<file path="src/rtl/spike_pkg.sv">
// Shared types, default widths and helpers for the spike-train decoder.
package spike_pkg;

  localparam int unsigned WIN_W_DEF = 8;
  localparam int unsigned CNT_W_DEF = 8;

  typedef enum logic [1:0] {
    IDLE,
    ARMED,
    RUN
  } dec_state_t;

  // Saturating increment used by both the window spike count and the ISI gap counter.
  function automatic logic [31:0] sat_inc(input logic [31:0] val,
                                          input logic        inc,
                                          input logic [31:0] max);
    if (!inc)
      return val;
    else if (val >= max)
      return max;
    else
      return val + 32'd1;
  endfunction

endpackage

</file>
<file path="src/rtl/spike_edge_det.sv">
// Registers the spike level and flags its rising edge; shared with the LIF neuron top.
module spike_edge_det (
  input  logic clk,
  input  logic rst_n,
  input  logic spike_in,
  output logic spike_rise
);

  logic spike_q;

  always_ff @(posedge clk or negedge rst_n) begin
    if (!rst_n)
      spike_q <= 1'b0;
    else
      spike_q <= spike_in;
  end

  assign spike_rise = spike_in & ~spike_q;

endmodule

</file>
<file path="src/rtl/spike_decoder.sv">
// Converts a spike train into a per-window firing rate and an inter-spike interval,
// each presented as a registered value with a one-cycle valid strobe.
module spike_decoder
  import spike_pkg::*;
#(
  parameter int unsigned WIN_W = WIN_W_DEF,
  parameter int unsigned CNT_W = CNT_W_DEF
) (
  input  logic             clk,
  input  logic             rst_n,
  input  logic             ena,
  input  logic             spike_in,
  input  logic [WIN_W-1:0] win_len,
  output logic [CNT_W-1:0] rate_out,
  output logic             rate_valid,
  output logic             rate_sat,
  output logic [CNT_W-1:0] isi_out,
  output logic             isi_valid
);

  localparam logic [31:0] CNT_MAX = 32'((64'd1 << CNT_W) - 64'd1);

  dec_state_t       state, state_nxt;
  logic             rise;
  logic             first_cyc;
  logic             isi_fire;
  logic             win_last;
  logic [WIN_W-1:0] lim_q;
  logic [WIN_W-1:0] lim_cur;
  logic [WIN_W-1:0] win_cnt;
  logic [CNT_W-1:0] cnt;
  logic [CNT_W-1:0] gap;

  spike_edge_det u_edge (
    .clk        (clk),
    .rst_n      (rst_n),
    .spike_in   (spike_in),
    .spike_rise (rise)
  );

  always_ff @(posedge clk or negedge rst_n) begin
    if (!rst_n)
      state <= IDLE;
    else
      state <= state_nxt;
  end

  always_comb begin
    state_nxt = state;
    if (!ena)
      state_nxt = IDLE;
    else if (state == RUN || rise)
      state_nxt = RUN;
    else
      state_nxt = ARMED;
  end

  always_comb begin
    first_cyc = 1'b0;
    isi_fire  = 1'b0;
    if (ena) begin
      first_cyc = (state == IDLE);
      isi_fire  = (state == RUN) && rise;
    end
  end

  // On the first enabled cycle the limit register is stale, so use win_len directly.
  // A limit of 0 wraps L-1 to all ones, giving the 2^WIN_W window for free.
  assign lim_cur  = first_cyc ? win_len : lim_q;
  assign win_last = (win_cnt == lim_cur - WIN_W'(1));

  always_ff @(posedge clk or negedge rst_n) begin
    if (!rst_n) begin
      lim_q      <= '0;
      win_cnt    <= '0;
      cnt        <= '0;
      gap        <= '0;
      rate_out   <= '0;
      rate_sat   <= 1'b0;
      rate_valid <= 1'b0;
      isi_out    <= '0;
      isi_valid  <= 1'b0;
    end else begin
      rate_valid <= 1'b0;
      isi_valid  <= 1'b0;
      if (!ena) begin
        win_cnt <= '0;
        cnt     <= '0;
        gap     <= '0;
      end else begin
        if (win_last) begin
          rate_out   <= CNT_W'(sat_inc(32'(cnt), rise, CNT_MAX));
          rate_sat   <= rise && (32'(cnt) == CNT_MAX);
          rate_valid <= 1'b1;
          cnt        <= '0;
          win_cnt    <= '0;
          lim_q      <= win_len;
        end else begin
          cnt     <= CNT_W'(sat_inc(32'(cnt), rise, CNT_MAX));
          win_cnt <= win_cnt + WIN_W'(1);
          if (first_cyc)
            lim_q <= win_len;
        end
        gap <= rise ? CNT_W'(1) : CNT_W'(sat_inc(32'(gap), 1'b1, CNT_MAX));
        if (isi_fire) begin
          isi_out   <= gap;
          isi_valid <= 1'b1;
        end
      end
    end
  end

endmodule
</file>
<file path="config.mk">
export PLATFORM = sky130hd
export DESIGN_NAME = spike_decoder
export DESIGN_NICKNAME = d
export VERILOG_FILES = /design/src/rtl/spike_pkg.sv /design/src/rtl/spike_edge_det.sv /design/src/rtl/spike_decoder.sv
export SDC_FILE = /design/constraint.sdc
export NUM_CORES = 1
export LEC_CHECK = 0
export CORE_ASPECT_RATIO = 1.75
export CORE_MARGIN = 2
export CORE_UTILIZATION = 40
export DETAILED_ROUTE_END_ITERATION = 10
export PLACE_DENSITY = 0.68
export SYNTH_ARGS = -nofsm -noshare
export SYNTH_HDL_FRONTEND = slang
export SYNTH_HIERARCHICAL = 1
export SYNTH_SLANG_ARGS = --single-unit
</file>
<file path="constraint.sdc">
create_clock -name clk -period 2.85 [get_ports clk]
set_input_delay 0.57 -clock clk [delete_from_list [all_inputs] [get_ports clk]]
set_output_delay 0.57 -clock clk [all_outputs]
set_load 0.01 [all_outputs]
</file>
==> impl_metrics.tcl <==
set metrics [dict create \
    grt_pass1_wl_mm 9.95 \
    drt_pass1_iterations 4 \
    synth_edf_count 0 \
    dpl_cell_area_mm2 0.00329 \
    ys_seq_elements 54 \
    multi_input_area_mm2 0.00131 \
    first_global_vias 2122 \
    row_count 39 \
    antenna_found_initial 0 \
    fill_cells 564 \
    yosys-top-cells-area "dfrtp_1 (51%), mux2_2 (5.9%), xnor2_1 (3.9%)" \
    avgViaCountPerCell 5.33 \
    final_nets 336 \
    grt_max_degree 22 \
    cts_sinks 54 \
    ant_nets 0 \
    antenna_cells 0 \
    fin_crit_sh_pct 97.8 \
    dieArea_mm2 0.00735 \
    syn-cell-area_mm2 0.00266 \
    port_buffers 30 \
    cts-hold-fix-buffers 0 \
    slew_headroom_pct 69.7 \
    num_vias 2144 \
    io_pins 31 \
    setup_slack_ps 62.8 \
    power_density_mw_per_mm2 551 \
    p_total_w 0.00198 \
    clk_latency_ps 290 \
    initial_core_util_pct 41.0 \
    setup_violations 0 \
    grtUsageTotal_pct 17.5 \
    worst_path_max_delay_cell "or3b_4" \
    fp.dieH_um 112 \
    h-tree-depth 2 \
    synthesis.instances 256 \
    numCtsBuffers 5 \
    crit_family "simple AND/OR/NAND/NOR gates" \
    synth.most_common_cell "dfrtp_1" \
    ff_latch_area_mm2 0.00135 \
    vdd_drop_max_uv 562 \
    place_ws_ps -684 \
    status "complete, no violations" \
    endpoint_kind "register" \
    final.min_clock_period_ps 2790 \
    crit_required_ps 3020 \
    hpwl_mm 4.43 \
    final_area_mm2 0.00359 \
    rsz0062_at_grt "yes" \
    postLayoutCoreUtil_pct 55.3 \
    die_w_um 65.7 \
    seq_area_frac_synth_pct 50.8 \
    finalHoldViolations 0 \
    startpoint_type "register" \
    slew_viol_final 0 \
    synth_top_area_cell "dfrtp_1" \
    coreArea_mm2 0.00649 \
    syn_to_final_growth_pct 34.8 \
    crit_chain "or3b_4 > nand2_2 > a21boi_2 > ha_2 > xor2_1 > xnor2_1 > nor3_1 > nand4_1 > nor4_4 > buf_4 > clkbuf_16 > mux2_4" \
    fmax_ghz 0.359 \
    slowest_delay_ps 410 \
    syn_area_per_cell_um2 10.4 \
    cts_buffer_depth 2 \
    ys_top_cells_by_count "dfrtp_1 (54), nand2_1 (24), nor2_1 (20)" \
    yosysTopAreaCellShare_pct 50.8 \
    synth_ff_type "dfrtp_1" \
    routed_wl_mm 6.02 \
    crit_type "register to register" \
    clk_pin_slew_ps 60 \
    cp_max_fo 5 \
    wl_per_cell_um 15.0 \
    gr-total-overflow 0 \
    max-cap-violations 0 \
    layout-drive-gt1-share_pct 23.8 \
    yosysWarnings 6 \
    hold_ws_ps 216 \
    clock_skew_ps 4.98 \
    synth_cell_type_count 39 \
    p_leak_nw 1.66 \
    cp.arrival_ps 2960 \
    drc 0 \
    routabilityCongestion 0.924 \
    syn_nets 272 \
    cts_tree "done" \
    root_buffer "clkbuf_16" \
    hp-class "input port to async pin" \
    worst_pin_slew_ps 454 \
    cp.buffers_inverters 2 \
    drt_iter0_drc 65 \
    synth_async_sr_flop_share_pct 100 \
]
-- cells by family after synthesis --
logic type / count (synthesis) / synth area share, %
buffers and inverters: 24 / 3.57
AOI/OAI and AO/OA: 39 / 10.2
adders and majority gates: 4 / 1.88
and+or+nand+nor: 90 / 17.1
DFF: 54 / 50.8
muxes: 21 / 8.56
xor gates and xnor gates: 24 / 7.90
-- where the power goes --
part	switching, W	internal [W]
Sequential	0.0000489	0.000823
Clock	0.000244	0.000433
Combinational	0.000205	0.000222
Total	0.000498	0.00148
-- repair_timing --
| item | CTS | global route |
|---|---|---|
| pin swaps | 4 | 5 |
| setup buffers | 0 | 4 |
| cloned | 0 | 1 |
| resized for setup | 11 | 11 |
| endpoints found under the setup margin | 34 | 27 |
-- flip-flops by register name (all words and copies together) (netlist names) --
register,count
u_edge/spike_q,1
win_cnt,8
cnt,8
isi_valid,1
lim_q,8
rate_valid,1
gap,8
isi_out,8
state,2
rate_sat,1
rate_out,8
-- layout by cell type, fill, tap and decap left out, types with 2 or more instances in the layout --
| master | n |
|---|---|
| a21boi_1 | 2 |
| a21oi_1 | 11 |
| a31oi_1 | 5 |
| and3_1 | 5 |
| buf_2 | 2 |
| buf_4 | 29 |
| buf_6 | 2 |
| clkbuf_16 | 6 |
| clkdlybuf4s50_1 | 27 |
| dfrtp_1 | 54 |
| ha_1 | 3 |
| inv_1 | 17 |
| mux2_2 | 12 |
| mux2_4 | 2 |
| mux2i_1 | 7 |
| nand2_1 | 23 |
| nand3_1 | 14 |
| nand4_1 | 4 |
| nor2_1 | 20 |
| nor2b_1 | 3 |
| nor3_1 | 9 |
| o21ai_0 | 4 |
| o31ai_1 | 2 |
| o32ai_1 | 2 |
| o32ai_2 | 5 |
| xnor2_1 | 12 |
| xor2_1 | 12 |
-- per-stage QoR --
step / instances / TNS [ps]
after detailed placement: 390 / -19520
after global routing: 402 / -1940
after floorplan: 256 / -7540
after global placement: 390 / -19730
final: 402 / 0
after CTS: 397 / 0
-- layout make-up --
class / count / share of cell area (%)
Clock inverter: 1 / 0.837
Timing Repair Buffer: 64 / 16.4
Inverter: 17 / 1.78
Clock buffer: 6 / 3.87
Multi-Input combinational cell: 178 / 36.6
Sequential cell: 54 / 37.7
Tap cell: 82 / 2.86
-- metal layers --
metal	GRT usage [%]	up-vias	part of all wire (%)
met1	20.2	1061	39
met4	9.31	0	4.1
li1	-	1024	-
met2	30.6	43	54
met3	2.02	16	2.2
met5	0	-	0
-- final timing paths --
| path | slack, ps | to | cells after the start | from |
|---|---|---|---|---|
| worst max-delay path | 60 | rate_out[2]$_DFFE_PN0P_ | 12 | state[1]$_DFF_PN0_ |
| min in group clk | 510 | isi_out[3]$_DFFE_PN0P_ | 1 | isi_out[3]$_DFFE_PN0P_ |
| worst max register to register | 60 | rate_out[2]$_DFFE_PN0P_ | 12 | state[1]$_DFF_PN0_ |
| max in group asynchronous | 2010 | win_cnt[1]$_DFF_PN0_ | 2 | rst_n |
| worst min-delay path | 220 | rate_sat$_DFFE_PN0P_ | 1 | rst_n |
| worst min register to register | 510 | isi_out[3]$_DFFE_PN0P_ | 1 | isi_out[3]$_DFFE_PN0P_ |
Note: power is estimated with default switching activity, not from simulation.
